==> src/rtl/gpu_trace_pkg.sv <==
// gpu_trace_pkg: shared types for the gpu_core execution-trace buffer.
// Holds the capture FSM state encoding, the packed trace entry layout at
// default widths, and the entry width calculation used by the top level.
package gpu_trace_pkg;

   localparam int PC_W_DEF   = 8;
   localparam int OP_W_DEF   = 4;
   localparam int DATA_W_DEF = 32;
   localparam int REG_AW_DEF = 3;
   localparam int TS_W_DEF   = 16;

   typedef enum logic [1:0] {
      IDLE    = 2'd0,
      ARMED   = 2'd1,
      POST    = 2'd2,
      READOUT = 2'd3
   } trace_state_e;

   // Field order matches out_data, MSB first.
   typedef struct packed {
      logic [TS_W_DEF-1:0]   ts;
      logic [PC_W_DEF-1:0]   pc;
      logic [OP_W_DEF-1:0]   opcode;
      logic                  wb_en;
      logic [REG_AW_DEF-1:0] wb_addr;
      logic [DATA_W_DEF-1:0] wb_data;
   } trace_entry_t;

   function automatic int entry_width(input int pc_w, input int op_w,
                                      input int data_w, input int reg_aw,
                                      input int ts_w);
      return ts_w + pc_w + op_w + 1 + reg_aw + data_w;
   endfunction

endpackage

==> src/rtl/gpu_trace_ram.sv <==
// gpu_trace_ram: DEPTH x ENTRY_W trace storage with one synchronous write
// port and one asynchronous read port, so readout data is visible in the
// same cycle the read pointer moves.
module gpu_trace_ram #(
   parameter int DEPTH   = 16,
   parameter int ENTRY_W = 64,
   localparam int AW     = $clog2(DEPTH)
) (
   input  logic               clk,
   input  logic               we_i,
   input  logic [AW-1:0]      waddr_i,
   input  logic [ENTRY_W-1:0] wdata_i,
   input  logic [AW-1:0]      raddr_i,
   output logic [ENTRY_W-1:0] rdata_o
);

   logic [ENTRY_W-1:0] mem_q [DEPTH];

   // Capture write; contents are never reset.
   always_ff @(posedge clk) begin
      if (we_i) begin
         mem_q[waddr_i] <= wdata_i;
      end
   end

   assign rdata_o = mem_q[raddr_i];

endmodule

==> src/rtl/gpu_trace_buffer.sv <==
// gpu_trace_buffer: records retired gpu_core instructions into a circular
// buffer, freezes after a trigger plus a programmable post-trigger window,
// then streams the trace oldest-first over a valid/ready port.
// Optional build macro GPU_TRACE_FILTER_EN: when defined only retires that
// write back to register filter_addr are captured.
module gpu_trace_buffer
   import gpu_trace_pkg::*;
#(
   parameter int PC_W   = 8,
   parameter int OP_W   = 4,
   parameter int DATA_W = 32,
   parameter int REG_AW = 3,
   parameter int DEPTH  = 16,
   parameter int TS_W   = 16
) (
   input  logic                       clk,
   input  logic                       rst,
   input  logic                       retire_valid,
   input  logic [PC_W-1:0]            pc,
   input  logic [OP_W-1:0]            opcode,
   input  logic                       wb_en,
   input  logic [REG_AW-1:0]          wb_addr,
   input  logic [DATA_W-1:0]          wb_data,
   input  logic                       arm,
   input  logic                       abort,
   input  logic                       trig_ext,
   input  logic                       trig_pc_en,
   input  logic [PC_W-1:0]            trig_pc,
   input  logic [$clog2(DEPTH+1)-1:0] post_len,
   input  logic [REG_AW-1:0]          filter_addr,
   output logic                       busy,
   output logic                       done,
   output logic                       overflow,
   output logic                       out_valid,
   input  logic                       out_ready,
   output logic [entry_width(PC_W, OP_W, DATA_W, REG_AW, TS_W)-1:0] out_data,
   output logic                       out_last,
   output logic                       out_trig
);

   localparam int ENTRY_W = entry_width(PC_W, OP_W, DATA_W, REG_AW, TS_W);
   localparam int PTR_W   = $clog2(DEPTH);
   localparam int CNT_W   = $clog2(DEPTH + 1);
   localparam logic [CNT_W-1:0] DEPTH_C = CNT_W'(DEPTH);

   trace_state_e     state_q;
   logic [PTR_W-1:0] wr_ptr_q, rd_ptr_q, trig_idx_q;
   logic [CNT_W-1:0] count_q, post_cnt_q, rd_left_q;
   logic             trig_vld_q, overflow_q, busy_q, done_q, out_valid_q;
   logic [TS_W-1:0]  ts_q;

   logic             cq, trig, wr_en, hs, go_ro;
   logic [PTR_W-1:0] wr_ptr_after;
   logic [CNT_W-1:0] count_after;
   logic [ENTRY_W-1:0] wr_data, rd_data;

`ifdef GPU_TRACE_FILTER_EN
   assign cq = retire_valid && wb_en && (wb_addr == filter_addr);
`else
   logic unused_filter;
   assign unused_filter = ^filter_addr;
   assign cq = retire_valid;
`endif

   assign trig  = trig_ext || (trig_pc_en && cq && (pc == trig_pc));
   assign wr_en = cq && !abort && ((state_q == ARMED) || (state_q == POST));
   assign hs    = out_valid_q && out_ready;

   // Pointer and occupancy as they stand after this cycle's write (if any).
   assign wr_ptr_after = wr_en ? (wr_ptr_q + PTR_W'(1)) : wr_ptr_q;
   assign count_after  = (wr_en && (count_q != DEPTH_C)) ? (count_q + CNT_W'(1)) : count_q;

   // The capture window closes either on a zero-length post window or on the
   // write that drains the post counter.
   assign go_ro = ((state_q == ARMED) && trig && (post_len == '0)) ||
                  ((state_q == POST) && wr_en && (post_cnt_q == CNT_W'(1)));

   assign wr_data = {ts_q, pc, opcode, wb_en, wb_addr, wb_data};

   gpu_trace_ram #(
      .DEPTH   (DEPTH),
      .ENTRY_W (ENTRY_W)
   ) u_ram (
      .clk     (clk),
      .we_i    (wr_en),
      .waddr_i (wr_ptr_q),
      .wdata_i (wr_data),
      .raddr_i (rd_ptr_q),
      .rdata_o (rd_data)
   );

   // Capture/readout FSM with timestamp and registered status outputs.
   always_ff @(posedge clk) begin
      if (rst) begin
         state_q     <= IDLE;
         wr_ptr_q    <= '0;
         rd_ptr_q    <= '0;
         trig_idx_q  <= '0;
         count_q     <= '0;
         post_cnt_q  <= '0;
         rd_left_q   <= '0;
         trig_vld_q  <= 1'b0;
         overflow_q  <= 1'b0;
         busy_q      <= 1'b0;
         done_q      <= 1'b0;
         out_valid_q <= 1'b0;
         ts_q        <= '0;
      end else begin
         ts_q <= ts_q + TS_W'(1);
         if (abort) begin
            state_q     <= IDLE;
            busy_q      <= 1'b0;
            done_q      <= 1'b0;
            out_valid_q <= 1'b0;
         end else begin
            unique case (state_q)
               IDLE: begin
                  if (arm) begin
                     state_q    <= ARMED;
                     busy_q     <= 1'b1;
                     wr_ptr_q   <= '0;
                     count_q    <= '0;
                     overflow_q <= 1'b0;
                     trig_vld_q <= 1'b0;
                  end
               end
               ARMED: begin
                  if (wr_en) begin
                     wr_ptr_q <= wr_ptr_after;
                     count_q  <= count_after;
                     if (count_q == DEPTH_C) overflow_q <= 1'b1;
                  end
                  if (trig) begin
                     trig_idx_q <= cq ? wr_ptr_q : (wr_ptr_q - PTR_W'(1));
                     trig_vld_q <= (count_after != '0);
                     post_cnt_q <= post_len;
                     if (post_len != '0) state_q <= POST;
                  end
               end
               POST: begin
                  if (wr_en) begin
                     wr_ptr_q   <= wr_ptr_after;
                     count_q    <= count_after;
                     post_cnt_q <= post_cnt_q - CNT_W'(1);
                     if (count_q == DEPTH_C) overflow_q <= 1'b1;
                     // A long post window can lap the trigger entry.
                     if (wr_ptr_q == trig_idx_q) trig_vld_q <= 1'b0;
                  end
               end
               READOUT: begin
                  if (hs) begin
                     rd_ptr_q  <= rd_ptr_q + PTR_W'(1);
                     rd_left_q <= rd_left_q - CNT_W'(1);
                     if (rd_left_q == CNT_W'(1)) begin
                        state_q     <= IDLE;
                        done_q      <= 1'b0;
                        out_valid_q <= 1'b0;
                     end
                  end
               end
               default: state_q <= IDLE;
            endcase

            if (go_ro) begin
               busy_q <= 1'b0;
               if (count_after == '0) begin
                  state_q <= IDLE;
               end else begin
                  state_q     <= READOUT;
                  done_q      <= 1'b1;
                  out_valid_q <= 1'b1;
                  rd_ptr_q    <= (count_after == DEPTH_C) ? wr_ptr_after : '0;
                  rd_left_q   <= count_after;
               end
            end
         end
      end
   end

   assign busy      = busy_q;
   assign done      = done_q;
   assign overflow  = overflow_q;
   assign out_valid = out_valid_q;
   assign out_data  = out_valid_q ? rd_data : '0;
   assign out_last  = out_valid_q && (rd_left_q == CNT_W'(1));
   assign out_trig  = out_valid_q && trig_vld_q && (rd_ptr_q == trig_idx_q);

endmodule

==> config.mk <==
export PLATFORM = sky130hd
export DESIGN_NAME = gpu_trace_buffer
export DESIGN_NICKNAME = d
export VERILOG_FILES = /design/src/rtl/gpu_trace_pkg.sv /design/src/rtl/gpu_trace_ram.sv /design/src/rtl/gpu_trace_buffer.sv
export SDC_FILE = /design/constraint.sdc
export NUM_CORES = 1
export LEC_CHECK = 0
export CAP_MARGIN = 40
export CELL_PAD_IN_SITES_DETAIL_PLACEMENT = 1
export CELL_PAD_IN_SITES_GLOBAL_PLACEMENT = 1
export CORE_MARGIN = 5
export CORE_UTILIZATION = 30
export CTS_CLUSTER_SIZE = 10
export DETAILED_ROUTE_END_ITERATION = 10
export PLACE_DENSITY = 0.55
export SLEW_MARGIN = 20
export SYNTH_ARGS = -nofsm -noshare
export SYNTH_HDL_FRONTEND = slang
export SYNTH_SLANG_ARGS = --single-unit
export TNS_END_PERCENT = 10
==> constraint.sdc <==
create_clock -name clk -period 7.4 [get_ports clk]
set_clock_uncertainty 0.1 [all_clocks]
set_input_delay 0.74 -clock clk [delete_from_list [all_inputs] [get_ports clk]]
set_output_delay 0.74 -clock clk [all_outputs]
set_load 0.05 [all_outputs]
Word level (Yosys, flattened, before mapping)
Memories as Yosys holds them, arrays and structs flattened. A register that Yosys moved wholly into a read port is not among the register bits.
Cells that the tools add are included.
{"block": "totals", "register_bits": 50, "ramBits": 1024, "in_bits": 72, "memories": 1}
{"block": "classes", "add_sub_neg": 7, "eq_ne": 22, "muxes": 52, "bitwise": 1, "n_reduce_logical": 36}
{"name": "u_ram.mem_q", "words": 16, "word_bits": 64, "read_ports": 1, "rd_clocked_by_memory_dff": 1, "wr": 1, "line_no": "gpu_trace_ram.sv:17", "text": "logic [ENTRY_W-1:0] mem_q [DEPTH];"}
{"cell": "64-bit 2-to-1 mux", "count": 1}
{"cell": "5-bit 2-to-1 mux", "count": 9}
{"cell": "4-bit 2-to-1 mux", "count": 11}
{"cell": "5-bit case mux with 2 select lines", "count": 2}
{"cell": "1-bit 2-to-1 mux", "count": 18}
{"cell": "16-bit by 1-bit adder with 16-bit output, second input constant", "count": 1}
{"cell": "2-bit 2-to-1 mux", "count": 7}
{"cell": "1-bit logical AND", "count": 13}
{"cell": "3-bit != test, second input constant", "count": 4}
{"cell": "6-bit AND reduction", "count": 2}
{"cell": "5-bit by 1-bit == test with 1-bit output, second input constant", "count": 2}
{"cell": "5-bit == test, second input constant", "count": 2}
{"cell": "5-bit zero test", "count": 2}
{"cell": "5-bit nonzero test", "count": 2}
{"cell": "5-bit by 1-bit subtractor with 5-bit output, second input constant", "count": 2}
{"cell": "4-bit by 1-bit adder with 4-bit output, second input constant", "count": 2}
{"cell": "4-bit == test", "count": 2}
{"cell": "8-bit == test", "count": 1}
{"cell": "4-bit case mux with 2 select lines", "count": 1}
{"cell": "4-bit AND reduction", "count": 2}
{"cell": "2-bit by 1-bit != test with 1-bit output, second input constant", "count": 3}
{"cell": "2-bit != test, second input constant", "count": 3}
{"cell": "2-bit case mux with 3 select lines", "count": 1}
{"cell": "5-bit by 1-bit adder with 5-bit output, second input constant", "count": 1}
{"cell": "19 further kinds", "count": 24}

Longest topological paths before layout
Gate-level depths: netlist (run 1).
{"block": "depth", "ltp_word": 11, "ltp_mapped": 9}

By module
Synthesis (run 1) repeated with hierarchy kept, for this count alone.
{"block": "unflattened", "cells_unflattened": 2052, "area_unflattened_um2": 41919.0}
{"module": "gpu_trace_ram", "n_inst": 1, "cells_per_inst": 1583, "area_each_um2": 38300.5}
{"module": "gpu_trace_buffer", "n_inst": 1, "cells_per_inst": 469, "area_each_um2": 3618.5}

Worst setup path before layout (run 1)
OpenSTA, ideal clock, no wires.
{"block": "synth_path", "path_kind": "register -> register", "startpoint": "register state_q[1]", "endpoint": "memory u_ram.mem_q[3][0], enable pin", "setup_time_ps": 565, "t_arrival_ps": 5683, "required_ps": 6735, "path_slack_ps": 1053, "path_stages_with_launch": 7, "n_path_buf": 1, "path_cell_list": "dfxtp_1 inv_1 ha_1 and3b_1 buf_2 nand2_1 nor3_1"}
{"block": "synth_between", "elab_chain_cells": 5}
{"element": "from (decl)", "line_no": "gpu_trace_buffer.sv:46", "text": "trace_state_e state_q;"}
{"element": "from (signal assigned)", "line_no": "gpu_trace_buffer.sv:95", "text": "state_q <= IDLE;"}
{"element": "from (signal assigned)", "line_no": "gpu_trace_buffer.sv:111", "text": "state_q <= IDLE;"}
{"element": "from (signal assigned)", "line_no": "gpu_trace_buffer.sv:119", "text": "state_q <= ARMED;"}
{"element": "2-bit by 1-bit == test with 1-bit output or 2-bit == test (tied branches)", "line_no": "gpu_trace_buffer.sv:66", "text": "assign wr_en = cq && !abort && ((state_q == ARMED) || (state_q == POST));"}
{"element": "1-bit logical OR *", "line_no": "gpu_trace_buffer.sv:66"}
{"element": "1-bit logical AND *", "line_no": "gpu_trace_buffer.sv:66"}
{"element": "1-bit 2-to-1 mux *", "line_no": "gpu_trace_ram.sv:21", "text": "if (we_i) begin"}
{"element": "1-bit 2-to-1 mux (not written as such) *", "line_no": "gpu_trace_ram.sv:22", "text": "mem_q[waddr_i] <= wdata_i;"}
{"element": "to (decl)", "line_no": "gpu_trace_ram.sv:17"}
Mark *: on every way between the ends. The rest lies on a longest branch, timed or not.

==> summary.md, run 1 <==
| Metric | Value |
|---|---|
| Result of the run | `finished clean` |
| Mapped Area | `approximately 0.042 mm^2` |
| Gate Count Post-Synth | `1897` |
| CP bufs+invs | `2` |
| IO Pins | `142` |
| Core box area | `0.1395 mm^2` |
| Final min period | `5.076 ns` |
| CTS buffer count | `130` |
| Final nets | `around 2200` |
| Core Rows | `137` |
| Setup CP Type | `reg2out` |
| First-pass GRT wire length | `154.4 mm` |
| Root Buffer | `clkbuf_16` |
| Cts repair resizes | `0` |
| Final setup TNS | `0 ns` |
| Slew HR | `44.78%` |
| Vias in the first global route | `21919` |
| CP most frequent cell | `mux4_2` |
| Worst EP arrival | `4.24 ns` |
| Commonest cells post-synth | `edfxtp_1, mux4_2, and2_1` |
| Worst Max-Slew Pin Slew | `0.8258 ns` |
| Synth Flop Type | `edfxtp_1` |
| Final setup fails | `0` |
| Top cell type's share of synthesized area | `72.95%` |
| Area leader, netlist | `edfxtp_1` |
| Fmax | `197.0 MHz` |
| # clock sinks | `about 1100` |
| Die height | `384.9 um` |
| Number of I/O port buffers | `138` |
| Critical Path RT | `about 6.6 ns` |
| Worst-path clk slew | `0.06 ns` |
| Met3 Use GR | `2.988%` |
| Avg WL per Cell | `25.98 um` |
| GRT busiest layer | `met2` |
| Die width | `~380 um` |
| Final instance area | `0.04995 mm^2` |
| LEAKAGE | `around 0.015 uW` |
| DRC violations left | `0` |
| RSZ-0062 raised after global routing | `false` |
| Routed via count | `roughly 20000` |
| Grt met2 use | `24.31%` |
| Most common cell in the netlist | `edfxtp_1` |
| DR iter-0 viols | `1475` |
| Initial Utilization | `about 30%` |
| Worst-path fanout max | `just under 80` |
| Maximum number of pins on one net before global-route repair | `99` |
| Clk Latency, worst-skew pair | `0.74 ns` |
| Met1 layer usage reported by global route | `a little under a fifth` |
| Peak supply drop | `171.8 uV` |
| Slowest stage cell, crit path | `clkdlybuf4s50_1` |
| Vias/cell | `roughly 4.9` |
| Layout cell share with drive strength beyond 1 | `about a quarter` |
| CTS H-tree lvls | `4` |
| Area growth syn-to-layout | `18.50%` |
| Gr ovfl total | `0` |
| Worst Setup End Kind | `primary output` |
| Synth Register Bits | `1078` |
| Syn Area/Cell | `22.22 um^2` |
| Synth Warn # | `0` |
| Post-route ant nets | `0` |
| Hold WS | `0.3551 ns` |
| Total wire length | `105.4 mm` |
| GPL Wtd Cong | `0.7019` |
| CTS tree | `done` |
| Crit path cell chain | `buf_12 -> mux4_2 -> mux4_2 -> and2_1 -> clkdlybuf4s50_1` |
| Initial antenna violation count | `6` |
| Max Cap Viol | `0` |
| Synth cell types | `67` |
| Final hold vios | `0` |
| HPWL after detailed placement | `55.45 mm` |
| Min-delay worst type | `in2reg` |
| Hold Buf Count CTS | `0` |
| Placed instance area | `0.04626 mm^2` |
| Drt first pass iters | `5` |
| DIE AREA | `0.1481 mm^2` |
| Fraction of registers with async set/reset | `0%` |
| CTS max path bufs | `3` |
| Power per Cell Area | `252.0 mW/mm^2` |
| Final worst path period share | `68.60%` |
| Setup crit start kind | `register` |
| Syn Nets | `just under 2000` |
| Slowest Stage Delay on Critical Path | `between 0.7 and 0.8 ns` |
| Post-synth EDFFs | `just over 1000` |
| Ant. Diodes | `0` |
| Kind of cell adding the most delay to the critical path | `buffers and inverters` |
| GR Util All Layers | `between 10 and 15%` |
| Main area contributors after synthesis | `edfxtp_1, mux4_2, dfxtp_1` |
| Max-slew violations | `0` |
| Post-CTS Setup Bufs | `0` |
| Post-synthesis sequential area ratio | `75.51%` |
[cells by family (layout without fill, tap and decap cells)]
family,Yosys count,after routing,synth area share (%)
muxes,327,327,17.26
DFF,1078,1078,75.51
AOI/OAI and AO/OA,83,83,1.362
and+or+nand+nor,236,236,3.117
buffers and inverters,114,398,1.371
adders and majority gates,17,17,0.5046
xor gates and xnor gates,42,42,0.8727
[layout make-up]
class | count | area [um^2]
Clock buffer | 174 | 3533
Clock inverter | 18 | 162.7
Fill cell | 13588 | 89580
Inverter | 18 | 67.56
Multi-Input combinational cell | 705 | 9856
Sequential cell | 1078 | 31850
Tap cell | 1876 | 2347
Timing Repair Buffer | 188 | 2137
[layout by cell type, fill, tap and decap left out, types with 5 or more instances in the layout]
| master | Yosys | routed |
|---|---|---|
| clkinv_8 | 0 | 5 |
| o221ai_1 | 5 | 5 |
| clkbuf_16 | 0 | 134 |
| buf_12 | 0 | 21 |
| nor3_1 | 16 | 12 |
| a22oi_1 | 5 | 5 |
| dfxtp_1 | 54 | 49 |
| o21ai_0 | 14 | 14 |
| nor2_1 | 55 | 43 |
| edfxtp_1 | 1024 | 1024 |
| mux4_2 | 320 | 320 |
| nand3_1 | 19 | 19 |
| ha_1 | 17 | 17 |
| inv_1 | 18 | 18 |
| inv_6 | 0 | 6 |
| nor2_4 | 0 | 12 |
| buf_4 | 21 | 22 |
| xnor2_1 | 15 | 15 |
| nand2b_1 | 6 | 6 |
| dfxtp_4 | 0 | 5 |
| a21oi_1 | 26 | 26 |
| clkdlybuf4s50_1 | 0 | 137 |
| mux2i_1 | 7 | 7 |
| buf_16 | 0 | 6 |
| nand4_1 | 7 | 7 |
| and2_1 | 64 | 64 |
| xor2_1 | 27 | 27 |
| clkinv_1 | 0 | 5 |
| nand2_1 | 31 | 31 |
| and3_1 | 7 | 7 |
| clkbuf_1 | 44 | 37 |
| nor3_2 | 1 | 5 |
[where the power goes]
group	leakage (uW)	switching, uW	internal, uW
logic	0.00348	141	82.2
clock network	0.00179	2360	3310
registers	0.00971	16.0	6670
total	0.0150	2520	10100
[stage by stage]
step	std cells	setup WS [ns]	util [%]	total power (uW)
2_1_floorplan	1897	1.053	-	6894
3_3_place_gp	3850	2.671	32.91	7022
3_5_place_dp	3865	2.777	33.15	7040
4_1_cts	4057	2.126	35.80	12780
5_1_grt	4057	2.064	35.80	13080
6_report	4057	2.324	35.80	12590
[layer usage]
metal  wire, um  part of all wire, %  vias up
li1           -                    -     8388
met1      45740                   43    10849
met2      53320                   51      452
met3       4715                  4.5      130
met4       1619                  1.5        4
met5         26                0.025        -
[registers in the layout (all words and copies together) (netlist names), named ones only]
register,cells
u_ram.mem_q,1024
ts_q,16
count_q,5
post_cnt_q,5
rd_left_q,5
rd_ptr_q,4
trig_idx_q,4
wr_ptr_q,4
state_q,2
busy,1
done,1
out_valid,1
overflow,1
trig_vld_q,1
[final timing paths]
kind	startpoint	end	slack [ns]	cells past startpoint
hold / removal	rst	wr_ptr_q[1]	0.36	2
setup reg to reg	state_q[1]	u_ram.mem_q[12][43]	3.61	6
setup / recovery	register	out_data[54]	2.32	5
hold reg to reg	post_cnt_q[4]	post_cnt_q[4]	0.39	2
(Power assumes the default switching activity.)
==> run 2, diff against run 1 <==
==> constraint.sdc (replaced) <==
create_clock -name clk -period 5 [get_ports clk]
set_clock_uncertainty 0.1 [all_clocks]
set_input_delay 0.5 -clock clk [delete_from_list [all_inputs] [get_ports clk]]
set_output_delay 0.5 -clock clk [all_outputs]
set_load 0.05 [all_outputs]
==> run 2 against run 1 <==
Effect of this change: sequential power grew 48%; largest cell class unchanged; largest power group unchanged; first-iteration DRC count increased by 6.9%; non-clock buffer count fell by 5.
==> summary.md, run 2 (synthesis results as in run 1) <==
| Metric | Value |
|---|---|
| Result of the run | `finished clean` |
| Slew HR | `45.13% (+0.35 points)` |
| Worst Max-Slew Pin Slew | `0.8231 ns (-0.002693 ns)` |
| Fmax | `219.5 MHz` |
| Post-CTS Setup Bufs | `0 (unchanged)` |
| Gr ovfl total | `0 (unchanged)` |
| Setup CP Type | `reg2out` |
| Setup crit start kind | `register` |
| Commonest non-fill, non-tap cell in the layout | `edfxtp_1` |
| Worst-path clk slew | `0.05 ns (about the same)` |
| DRC violations left | `0 (unchanged)` |
| Final worst path period share | `91.10%` |
| IO Pins | `142 (unchanged)` |
| Leading registers by flop count | `u_ram.mem_q x1024, ts_q x16` |
| Total power | `18630 uW (+48%)` |
| Final nets | `2205 (-0.23%)` |
| Placed instance area | `0.04618 mm^2 (-0.16%)` |
| Power per Cell Area | `373.4 mW/mm^2 (+48%)` |
| Avg WL per Cell | `26.10 um (+0.43%)` |
| Vias/cell | `4.908 (+0.45%)` |
| Die width | `384.9 um (unchanged)` |
| Max Cap Viol | `0 (unchanged)` |
| Critical Path RT | `4.40 ns (-2.16 ns)` |
| Clk Latency, worst-skew pair | `0.73 ns (about the same)` |
| Initial antenna violation count | `3 (-3)` |
| Max-slew violations | `0 (unchanged)` |
| RSZ-0062 raised after global routing | `false` |
| Root Buffer | `clkbuf_16` |
| HPWL after detailed placement | `52.39 mm (-5.5%)` |
| Final setup fails | `0 (unchanged)` |
| Cts repair resizes | `0 (unchanged)` |
| Die height | `384.9 um (unchanged)` |
| Final min period | `4.555 ns` |
| Vias in the first global route | `22115 (+0.89%)` |
| # clock sinks | `1078 (unchanged)` |
| Core Rows | `137 (unchanged)` |
| Routed via count | `19858 (+0.18%)` |
| Drt first pass iters | `5 (unchanged)` |
| Worst Setup End Kind | `primary output` |
| Final instance area | `0.04989 mm^2 (-0.13%)` |
| CTS max path bufs | `3 (unchanged)` |
| Maximum number of pins on one net before global-route repair | `81 (-18%)` |
| Number of I/O port buffers | `138 (unchanged)` |
| DR iter-0 viols | `1577 (+6.9%)` |
| DIE AREA | `0.1481 mm^2 (unchanged)` |
| Final setup TNS | `0 ns (unchanged)` |
| Hold Buf Count CTS | `0 (unchanged)` |
| Final hold vios | `0 (unchanged)` |
| GR Util All Layers | `14.35% (about the same)` |
| LEAKAGE | `0.01493 uW (-0.33%)` |
| Worst EP arrival | `3.95 ns (-0.29 ns)` |
| Area growth syn-to-layout | `18.34%` |
| Most frequent cells in the layout | `edfxtp_1, mux4_2, clkdlybuf4s50_1` |
| Initial Utilization | `30.21% (unchanged)` |
| Total wire length | `105.6 mm (+0.16%)` |
| GPL Wtd Cong | `0.7160 (+2.0%)` |
| Core box area | `0.1395 mm^2 (unchanged)` |
| Post-route ant nets | `0 (unchanged)` |
| Largest register by flop count | `u_ram.mem_q` |
| CTS tree | `done` |
| Peak supply drop | `327.9 uV (+91%)` |
| CTS buffer count | `130 (unchanged)` |
| Max reg flops | `1024 (unchanged)` |
| Layout cell share with drive strength beyond 1 | `25.36% (-0.14 points)` |
| Worst-path fanout max | `44 (-43%)` |
| First-pass GRT wire length | `154.9 mm (+0.32%)` |
| Min-delay worst type | `in2reg` |
| CTS H-tree lvls | `4 (unchanged)` |
[run 2: final timing paths]
path / startpoint / endpoint / slack, ns / depth (start not counted)
setup / recovery: register / out_data[49] / 0.45 / 5
hold / removal: rst / count_q[3] / 0.23 / 3
setup reg to reg: state_q[1] / u_ram.mem_q[9][47] / 1.58 / 6
hold reg to reg: post_cnt_q[4] / post_cnt_q[4] / 0.38 / 2
[run 2: routing by layer]
layer,global-route usage [%],wire length [um],vias to the layer above
met2,23.85,52110,429
met3,2.729,4710,138
met4,3.575,1815,0
met5,0,0,-
met1,19.56,46940,10916
li1,-,-,8375
[run 2: stage by stage]
step,utilization [%],hold WS (ns),instances,setup slack (ns)
finish,35.75,0.2347,4046,0.4452
detailed placement,33.10,0.3793,3859,1.064
global placement,33.10,0.3649,3859,1.076
global route,35.75,0.2250,4045,0.2140
CTS,35.74,0.1780,4044,0.2746
floorplan,-,0.3404,1897,-1.297
[run 2: area by class of cell]
type / count / area, um^2
clock inverter: 22 / 185.2
sequential: 1078 / 31850
multi-input combinational: 705 / 9862
inverter: 18 / 67.56
antenna: 1 / 2.502
timing repair buffer: 183 / 2068
fill: 13618 / 89640
clock buffer: 163 / 3505
tap: 1876 / 2347
[run 2: power breakdown]
part | total [uW] | switching, uW | internal [uW]
sequential | 9910 | 34.9 | 9880
combinational | 315 | 196 | 120
clock | 8400 | 3510 | 4900
[run 2: worst max-delay path: stages, from the launching register on]
cell	delay [ns]
dfxtp_4	0.70
buf_12	0.41
mux4_2	0.56
mux4_2	0.47
and2_1	0.28
clkdlybuf4s50_1	0.76
